===== src/rtl/mmio_uart_tx.sv =====
// Store-mapped UART transmitter: TX-address byte stores are queued in a FIFO and sent 8N1, LSB first.
// Define UART_PARITY_EN to insert an even-parity bit between the data bits and the stop bit.
module mmio_uart_tx #(
  parameter logic [31:0] TX_ADDR      = 32'h0000_FFF0,
  parameter logic [31:0] CTRL_ADDR    = 32'h0000_FFF4,
  parameter int          CLKS_PER_BIT = 16,
  parameter int          FIFO_DEPTH   = 8
) (
  input  logic                          clk,
  input  logic                          reset,
  input  logic                          MemWriteM,
  input  logic [31:0]                   DataAdrM,
  input  logic [31:0]                   WriteData,
  output logic                          tx,
  output logic                          busy,
  output logic                          fifo_full,
  output logic                          overflow,
  output logic [$clog2(FIFO_DEPTH):0]   fifo_count
);

  localparam int PW = $clog2(FIFO_DEPTH);
  localparam int CW = (CLKS_PER_BIT > 1) ? $clog2(CLKS_PER_BIT) : 1;

`ifdef UART_PARITY_EN
  typedef enum logic [2:0] {S_IDLE, S_START, S_DATA, S_PARITY, S_STOP} state_t;
`else
  typedef enum logic [1:0] {S_IDLE, S_START, S_DATA, S_STOP} state_t;
`endif

  logic [7:0]    r_mem [FIFO_DEPTH];
  logic [PW-1:0] r_wr_ptr;
  logic [PW-1:0] r_rd_ptr;
  logic [PW:0]   r_count;
  logic          r_overflow;
  state_t        r_state;
  logic [CW-1:0] r_baud;
  logic [2:0]    r_bit_idx;
  logic [7:0]    r_shift;
  logic          r_tx;
`ifdef UART_PARITY_EN
  logic          r_parity;
`endif

  logic       w_tx_store;
  logic       w_ctrl_store;
  logic       w_full;
  logic       w_pop;
  logic       w_push;
  logic       w_drop;
  logic       w_flush;
  logic       w_clr_ovf;
  logic       w_bit_end;
  logic [7:0] w_head;
  logic       w_unused;

  // Handshakes: the store side has no ready -- a TX store is taken when a slot is free
  // (or freed by a pop on the same edge) and dropped otherwise. The pop side is
  // valid = (count != 0), ready = FSM in IDLE; a pop happens on the edge where both hold.
  assign w_tx_store   = MemWriteM && (DataAdrM == TX_ADDR);
  assign w_ctrl_store = MemWriteM && (DataAdrM == CTRL_ADDR);
  assign w_full       = (r_count == (PW+1)'(FIFO_DEPTH));
  assign w_pop        = (r_state == S_IDLE) && (r_count != '0);
  assign w_push       = w_tx_store && (!w_full || w_pop);
  assign w_drop       = w_tx_store && w_full && !w_pop;
  assign w_flush      = w_ctrl_store && WriteData[1];
  assign w_clr_ovf    = w_ctrl_store && WriteData[0];
  assign w_bit_end    = (r_baud == CW'(CLKS_PER_BIT - 1));
  assign w_head       = r_mem[r_rd_ptr];
  assign w_unused     = ^WriteData[31:8];

  // Storage is not reset; a reset or flush discards contents by clearing the pointers.
  always_ff @(posedge clk) begin
    if (w_push) r_mem[r_wr_ptr] <= WriteData[7:0];
  end

  always_ff @(posedge clk or posedge reset) begin
    if (reset) begin
      r_wr_ptr   <= '0;
      r_rd_ptr   <= '0;
      r_count    <= '0;
      r_overflow <= 1'b0;
    end else begin
      if (w_flush) begin
        r_wr_ptr <= '0;
        r_rd_ptr <= '0;
        r_count  <= '0;
      end else begin
        if (w_push) r_wr_ptr <= r_wr_ptr + PW'(1);
        if (w_pop)  r_rd_ptr <= r_rd_ptr + PW'(1);
        case ({w_push, w_pop})
          2'b10:   r_count <= r_count + (PW+1)'(1);
          2'b01:   r_count <= r_count - (PW+1)'(1);
          default: r_count <= r_count;
        endcase
      end
      // A drop on the same edge as a clear request leaves the flag set.
      if (w_drop)         r_overflow <= 1'b1;
      else if (w_clr_ovf) r_overflow <= 1'b0;
    end
  end

  always_ff @(posedge clk or posedge reset) begin
    if (reset) begin
      r_state   <= S_IDLE;
      r_baud    <= '0;
      r_bit_idx <= '0;
      r_shift   <= '0;
      r_tx      <= 1'b1;
`ifdef UART_PARITY_EN
      r_parity  <= 1'b0;
`endif
    end else begin
      case (r_state)
        S_IDLE: begin
          r_tx   <= 1'b1;
          r_baud <= '0;
          if (w_pop) begin
            r_shift <= w_head;
            r_state <= S_START;
            r_tx    <= 1'b0;
`ifdef UART_PARITY_EN
            r_parity <= ^w_head;
`endif
          end
        end
        S_START: begin
          if (w_bit_end) begin
            r_baud    <= '0;
            r_bit_idx <= '0;
            r_state   <= S_DATA;
            r_tx      <= r_shift[0];
          end else begin
            r_baud <= r_baud + CW'(1);
          end
        end
        S_DATA: begin
          if (w_bit_end) begin
            r_baud  <= '0;
            r_shift <= r_shift >> 1;
            if (r_bit_idx == 3'd7) begin
`ifdef UART_PARITY_EN
              r_state <= S_PARITY;
              r_tx    <= r_parity;
`else
              r_state <= S_STOP;
              r_tx    <= 1'b1;
`endif
            end else begin
              r_bit_idx <= r_bit_idx + 3'd1;
              r_tx      <= r_shift[1];
            end
          end else begin
            r_baud <= r_baud + CW'(1);
          end
        end
`ifdef UART_PARITY_EN
        S_PARITY: begin
          if (w_bit_end) begin
            r_baud  <= '0;
            r_state <= S_STOP;
            r_tx    <= 1'b1;
          end else begin
            r_baud <= r_baud + CW'(1);
          end
        end
`endif
        S_STOP: begin
          r_tx <= 1'b1;
          if (w_bit_end) begin
            r_baud  <= '0;
            r_state <= S_IDLE;
          end else begin
            r_baud <= r_baud + CW'(1);
          end
        end
        default: begin
          r_state <= S_IDLE;
          r_baud  <= '0;
          r_tx    <= 1'b1;
        end
      endcase
    end
  end

  assign tx         = r_tx;
  assign busy       = (r_state != S_IDLE) || (r_count != '0);
  assign fifo_full  = w_full;
  assign overflow   = r_overflow;
  assign fifo_count = r_count;

endmodule


===== config.mk =====
export PLATFORM = sky130hd
export DESIGN_NAME = mmio_uart_tx
export DESIGN_NICKNAME = d
export VERILOG_FILES = /design/src/rtl/mmio_uart_tx.sv
export SDC_FILE = /design/constraint.sdc
export NUM_CORES = 1
export LEC_CHECK = 0
export ABC_AREA = 1
export BUFFER_PORTS_ARGS = -buffer_cell sky130_fd_sc_hd__buf_2
export CORE_AREA = 2 2 94 96
export CTS_CLUSTER_DIAMETER = 80
export DETAILED_ROUTE_END_ITERATION = 8
export DIE_AREA = 0 0 96 98
export PLACE_DENSITY = 0.77
export SLEW_MARGIN = 20
export SYNTH_ARGS = -nofsm -noshare
export SYNTH_HDL_FRONTEND = slang
export SYNTH_SLANG_ARGS = --single-unit

===== constraint.sdc =====
create_clock -name clk -period 2.5 [get_ports clk]
set_clock_uncertainty 0.05 [all_clocks]
set_input_delay 0 -clock clk [delete_from_list [all_inputs] [get_ports clk]]
set_output_delay 0 -clock clk [all_outputs]
set_load 0.005 [all_outputs]

==> results.cfg, run 1 <==
[sta]
worst_pin_slew_ns = 0.558
max_freq_mhz = 432
slew_headroom_pct = 62.7
holdWs_ns = 0.0441
finalWorstSetupSlack_ns = 0.184
setup_viol = 0
hold_viol_final = 0
fin_crit_ns = 2.32
drv_slew = 0
period_share_pct = 92.6

[routing]
dr.pass1.iters = 4
initialDrtViolationCount = 256
vias = 3484
viasPerCell = 5.44
routedWlPerCell_um = 14.6
drt-total-wl_um = 9340
drc_errors = 0
antenna_left = 0

[setup_path]
r2r_cells = 15
required_ns = 2.71
critPathKind = reg2reg
arrival_ns = 2.53
critPathLaunchType = flip-flop
cp_max_fo = 7
end_kind = flip-flop

[synthesis]
synth_cell_types = 35
synth-xor-area-share_pct = 0.583
synth_mux_area_share_pct = 0
synth-seq-cells = 93
synth_edf_count = 64
synth.area.top_cells = edfxtp_1 (43%), dfrtp_1 (16%), nand2_1 (7.2%), nor2_1 (5.6%), ha_1 (3.3%)
ys_seq_area_share_pct = 58.7
synth-simple-area-share_pct = 22.4
ys_async_sr_fraction_pct = 31.2
syn_inst = 454
synth_adder_area_share_pct = 3.77
synth_top_family_by_area = simple AND/OR/NAND/NOR gates
yosysTopAreaCell = edfxtp_1
avgSynthCellArea_um2 = 9.94
netlist_area_um2 = 4510
ys.flop_type = edfxtp_1
syn-num-nets = 534
synth_top_area_share_pct = 42.6
synth-warning-count = 0
synth_compound_area_share_pct = 9.60
synth_most_common_cell = nand2_1
synth_common_cells = nand2_1 (86), nor2_1 (67), edfxtp_1 (64), inv_1 (39), nand3_1 (29)

[floorplanning]
fp.dieH_um = 98
num_rows = 34
coreArea_um2 = 8470
die_x_um = 96
initial_core_util_pct = 53.3
dieArea_um2 = 9410
io_pins = 75

[worst_hold_path]
hold_path_depth = 6
hold_path.class = in2reg

[clocking]
numCtsBuffers = 9
postCtsSetupBuffers = 0
clk_pin_slew_worst_paths_ns = 0.10
cts_max_level = 3
ctsRootBufferMaster = clkbuf_8
cts.sinks = 93
clk_latency_ns = 0.36
cts_tree = yes
cts_max_path_buffers = 2

[placed_design]
buffer_ports.inserted = 50
hpwlAfterDp_um = 6390
dp_cells = 614
place.gp.congestion = 0.774
dp_slack_ns = 0.111

[finish]
n_fill_cell = 675
fin_cells = 640
drive_gt1_share_pct = 21.2
nNetsFinal = 607
area_delta_synth_final_pct = 16.0
diodes = 0
fin_util_pct = 61.8

[status]
status = finished, final reports clean

[power]
p_leak_nw = 2.25
totalPowerFinal_mw = 3.63
powerDensity_nw_per_um2 = 693
irDropWorstVdd_mv = 0.379

[grt]
grt_pass1_vias = 3356
grtUsageTotal_pct = 21.8
antenna_found_initial = 0
grt_max_degree = 35
overflow = 0
grt_pass1_wl_um = 15600

[job]
cap_violations = 0
## layout make-up
| type | count | area [um^2] | area share (%) |
|---|---|---|---|
| clock inverter | 7 | 65.1 | 1.24 |
| timing repair buffer | 72 | 440 | 8.42 |
| inverter | 47 | 176 | 3.37 |
| multi-input combinational | 304 | 1640 | 31.4 |
| tap | 108 | 135 | 2.58 |
| clock buffer | 9 | 124 | 2.37 |
| sequential | 93 | 2650 | 50.6 |
## sequential cells by signal, indices dropped and copies added (netlist names)
signal	flops
fifo_count	4
r_bit_idx	3
r_shift	8
tx	1
overflow	1
r_baud	4
r_mem	64
r_rd_ptr	3
r_wr_ptr	3
r_state	2
## cells by family after synthesis
family / count (synthesis)
AND/OR/NAND/NOR: 214
adder cells (fa/ha/maj): 13
XOR/XNOR: 3
buffers and inverters: 57
flip-flops: 93
AO/OA/AOI/OAI: 74
## metrics by stage
stage | area (um^2) | setup TNS [ns]
floorplan | 4510 | 0
global placement | 4940 | 0
detailed placement | 4940 | 0
CTS | 5230 | 0
global route | 5230 | -0.0266
finish | 5230 | 0
## layer usage
metal  vias to the layer above  track usage, %  part of all wire, %  wire (um)
met5                         -               0                    0          0
met4                         0            11.0                  3.0        279
li1                       1701               -                    -          -
met3                        25            3.94                  5.7        531
met1                      1646            28.1                   41       3830
met2                       112            35.0                   50       4700
## what timing repair did
| action | 4_1_cts | 5_1_grt |
|---|---|---|
| setup endpoints to repair | 0 | 1 |
| hold buffers | 10 | 0 |
| gates resized for setup | 0 | 4 |
| hold endpoints to repair | 96 | 0 |
## final timing paths
kind / startpoint / end / slack [ns]
min: DataAdrM[2] / overflow$_DFFE_PP0P_ / 0.04
min in group asynchronous: reset / fifo_count[1]$_DFFE_PP0P_ / 0.20
max: r_state[1]$_DFFE_PP0P_ / fifo_count[3]$_DFFE_PP0P_ / 0.18
max in group asynchronous: reset / tx$_DFFE_PP1P_ / 1.87
max reg2reg: r_state[1]$_DFFE_PP0P_ / fifo_count[3]$_DFFE_PP0P_ / 0.18
min reg2reg: r_baud[0]$_DFF_PP0_ / r_baud[0]$_DFF_PP0_ / 0.41
## where the power goes
group / internal (mW) / leakage [nW] / total [mW] / switching, mW
clock network: 0.387 / 0.0995 / 0.946 / 0.559
logic: 0.315 / 1.22 / 0.848 / 0.533
registers: 1.74 / 0.932 / 1.83 / 0.0904
## worst max-delay path, stage by stage (launching register included)
cell	delay [ns]
dfrtp_1	0.41
inv_1	0.13
ha_2	0.24
nand2_2	0.07
inv_2	0.12
nand2_2	0.11
inv_2	0.10
ha_1	0.28
a21oi_2	0.18
nand2_1	0.07
nand2_1	0.07
nand2_1	0.07
nand3_1	0.09
nand2_1	0.08
nand3_1	0.10
nand2_1	0.06
## cells in the final DEF, fill, tap and decap left out, types with 2 or more instances in the layout
cell type and count:
nand2_1 86, nor2_1 67, edfxtp_1 64, buf_2 50, inv_1 37, nand3_1 29, dfrtp_1 28, o21ai_1 24
o21ai_0 20, o22ai_1 14, buf_4 12, ha_1 11, dlygate4sd3_1 10, clkbuf_8 9, inv_2 8, o211ai_1 8
nor2_2 6, nand2_2 6, nand4_1 5, xor2_1 3, inv_8 3, o221ai_1 2, clkinv_1 2, nand3_2 2
a21oi_1 2, a32o_1 2, nor3_1 2, and2_1 2, nor2_4 2, nand4_2 2, clkinv_4 2
(Power assumes the default switching activity.)
==> run 2, diff against run 1 <==
--- a/config.mk
+++ b/config.mk
@@ -7,11 +7,10 @@
 export LEC_CHECK = 0
 export ABC_AREA = 1
 export BUFFER_PORTS_ARGS = -buffer_cell sky130_fd_sc_hd__buf_2
-export CORE_AREA = 2 2 94 96
+export CORE_AREA = 2 2 104 106
 export CTS_CLUSTER_DIAMETER = 80
 export DETAILED_ROUTE_END_ITERATION = 8
-export DIE_AREA = 0 0 96 98
-export PLACE_DENSITY = 0.77
+export DIE_AREA = 0 0 106 108
 export SLEW_MARGIN = 20
 export SYNTH_ARGS = -nofsm -noshare
 export SYNTH_HDL_FRONTEND = slang
==> results.cfg, run 2 (synthesized netlist as in run 1, its figures left out) <==
[sta]
slew_headroom_pct = 59.4
worst_pin_slew_ns = 0.608
fin_crit_ns = 2.28
holdWs_ns = 0.0669
period_share_pct = 91.0
setup_viol = 0
max_freq_mhz = 439
drv_slew = 0
fin_tns_setup_ns = 0
hold_viol_final = 0
rsz0062_at_grt = no

[routing]
drt-total-wl_um = 9650
viasPerCell = 5.08
drc_errors = 0
dr.pass1.iters = 4
routedWlPerCell_um = 14.4
initialDrtViolationCount = 239
vias = 3392
antenna_left = 0

[power]
intPower_mw = 2.52
clock_power_share_pct = 26.8
irDropWorstVdd_mv = 0.283
totalPowerFinal_mw = 3.66
p_leak_nw = 2.25
pwr-share-comb_pct = 23.1
powerDensity_nw_per_um2 = 694
p_sw_share_pct = 31.1
p_seq_share_pct = 50.1
p_sw_mw = 1.14

[finish]
multi_input_area_um2 = 1640
top_register = r_mem
diodes = 0
nNetsFinal = 607
reg.largest.list = r_mem: 64 flops, r_shift: 8 flops
area_delta_synth_final_pct = 16.8
drive_gt1_share_pct = 20.1
largest_reg_flops = 64
n_fill_cell = 929
final_common_cell = nand2_1
layout_common_cells = nand2_1 (86), nor2_1 (67), edfxtp_1 (64), buf_2 (50), inv_1 (39)
fin_cells = 668
seq_area_um2 = 2650

[clocking]
cts_tree = yes
cts_max_path_buffers = 2
numCtsBuffers = 9
cts_max_level = 3
ctsRootBufferMaster = clkbuf_8
clk_pin_slew_worst_paths_ns = 0.09
cts.sinks = 93
clk_latency_ns = 0.36

[setup_path]
end_kind = flip-flop
cp_cell_sequence = inv_1, ha_2, nand2_2, inv_2, nand2_2, inv_1, ha_1, a21oi_1, nand3_1, nand2_1, inv_1, nand2_1, nand2_1, nand3_1, nand2_1
cp_slowest_stage_delay_ns = 0.41
cpMaxStageDelayCell = dfrtp_1
critPathKind = reg2reg
r2r_cells = 15
worstSetupPathDepth = 15
path_buf_inv = 4
critPathLaunchType = flip-flop
arrival_ns = 2.47
cp_max_fo = 7
critPathTopFamily = simple AND/OR/NAND/NOR gates
crit_top_cell = nand2_1
required_ns = 2.70

[grt]
overflow = 0
grt_max_degree = 35
grtUsageTotal_pct = 18.6
grt_pass1_wl_um = 16300
antenna_found_initial = 0
grt_pass1_vias = 3303

[status]
status = finished, final reports clean

[floorplanning]
initial_core_util_pct = 44.1
die_x_um = 106
dieArea_um2 = 11400
num_rows = 37
io_pins = 75
fp.dieH_um = 108
coreArea_um2 = 10200

[worst_hold_path]
hold_path.class = in2reg
hold_path_depth = 6

[placed_design]
place.gp.congestion = 0.753
hpwlAfterDp_um = 6400
dp_cells = 642
buffer_ports.inserted = 50

[job]
cap_violations = 0
-- run 2: changes by cell type in the layout (fill, tap and decap cells not counted) --
cell and delta:
a21oi_1 +1, a21oi_2 -1, bufinv_16 +1, clkbuf_1 +1, clkinv_1 +2, clkinv_2 -1, clkinv_4 -1, clkinvlp_4 +1
inv_1 +2, inv_2 -2, inv_8 -3
-- run 2: repair_timing --
| item | CTS | global route |
|---|---|---|
| endpoints found under the setup margin | 0 | 1 |
| hold buffers | 10 | 0 |
| resized for setup | 0 | 1 |
| buffers inserted | 0 | 0 |
| hold endpoints to repair | 96 | 0 |
-- run 2: worst paths after layout --
kind	startpoint	end	slack, ns
worst min register to register	r_baud[0]$_DFF_PP0_	r_baud[0]$_DFF_PP0_	0.43
worst max register to register	r_state[0]$_DFFE_PP0P_	fifo_count[3]$_DFFE_PP0P_	0.22
min in group asynchronous	reset	fifo_count[1]$_DFFE_PP0P_	0.21
worst min-delay path	DataAdrM[2]	overflow$_DFFE_PP0P_	0.07
worst max-delay path	r_state[0]$_DFFE_PP0P_	fifo_count[3]$_DFFE_PP0P_	0.22
max in group asynchronous	reset	tx$_DFFE_PP1P_	1.88
-- run 2: cell type report --
| class | instances | share of cell area (%) |
|---|---|---|
| Clock buffer | 10 | 2.42 |
| Clock inverter | 6 | 1.19 |
| Inverter | 47 | 3.35 |
| Multi-Input combinational cell | 304 | 31.1 |
| Sequential cell | 93 | 50.3 |
| Tap cell | 136 | 3.23 |
| Timing Repair Buffer | 72 | 8.36 |
-- run 2: power by group through the flow --
stage               sequential [mW]  clock [mW]  combinational [mW]
finish                         1.83       0.979               0.844
CTS                            1.83       0.996               0.854
floorplan                      1.85           0               0.598
global route                   1.85        1.06               0.986
global placement               1.86           0               0.822
detailed placement             1.87           0               0.837
-- run 2: stage by stage --
stage | setup slack, ns | utilization [%] | instance area [um^2]
2_1_floorplan | 0.399 | - | 4510
3_3_place_gp | 0.312 | 48.6 | 4970
3_5_place_dp | 0.203 | 48.6 | 4970
4_1_cts | 0.196 | 51.4 | 5260
5_1_grt | 0.00220 | 51.5 | 5270
6_report | 0.224 | 51.5 | 5270
-- run 2: worst min-delay path: cells and delay by family --
kind / cells / cell delay [ns]
AOI/OAI and AO/OA: 1 / 0.06
buffers and inverters: 2 / 0.19
and+or+nand+nor: 3 / 0.18
-- run 2: metal layers --
layer / share of wire [%] / GRT usage, %
met5: 0 / 0
met4: 1.3 / 5.92
met3: 5.4 / 2.53
met2: 48 / 31.8
met1: 45 / 24.7
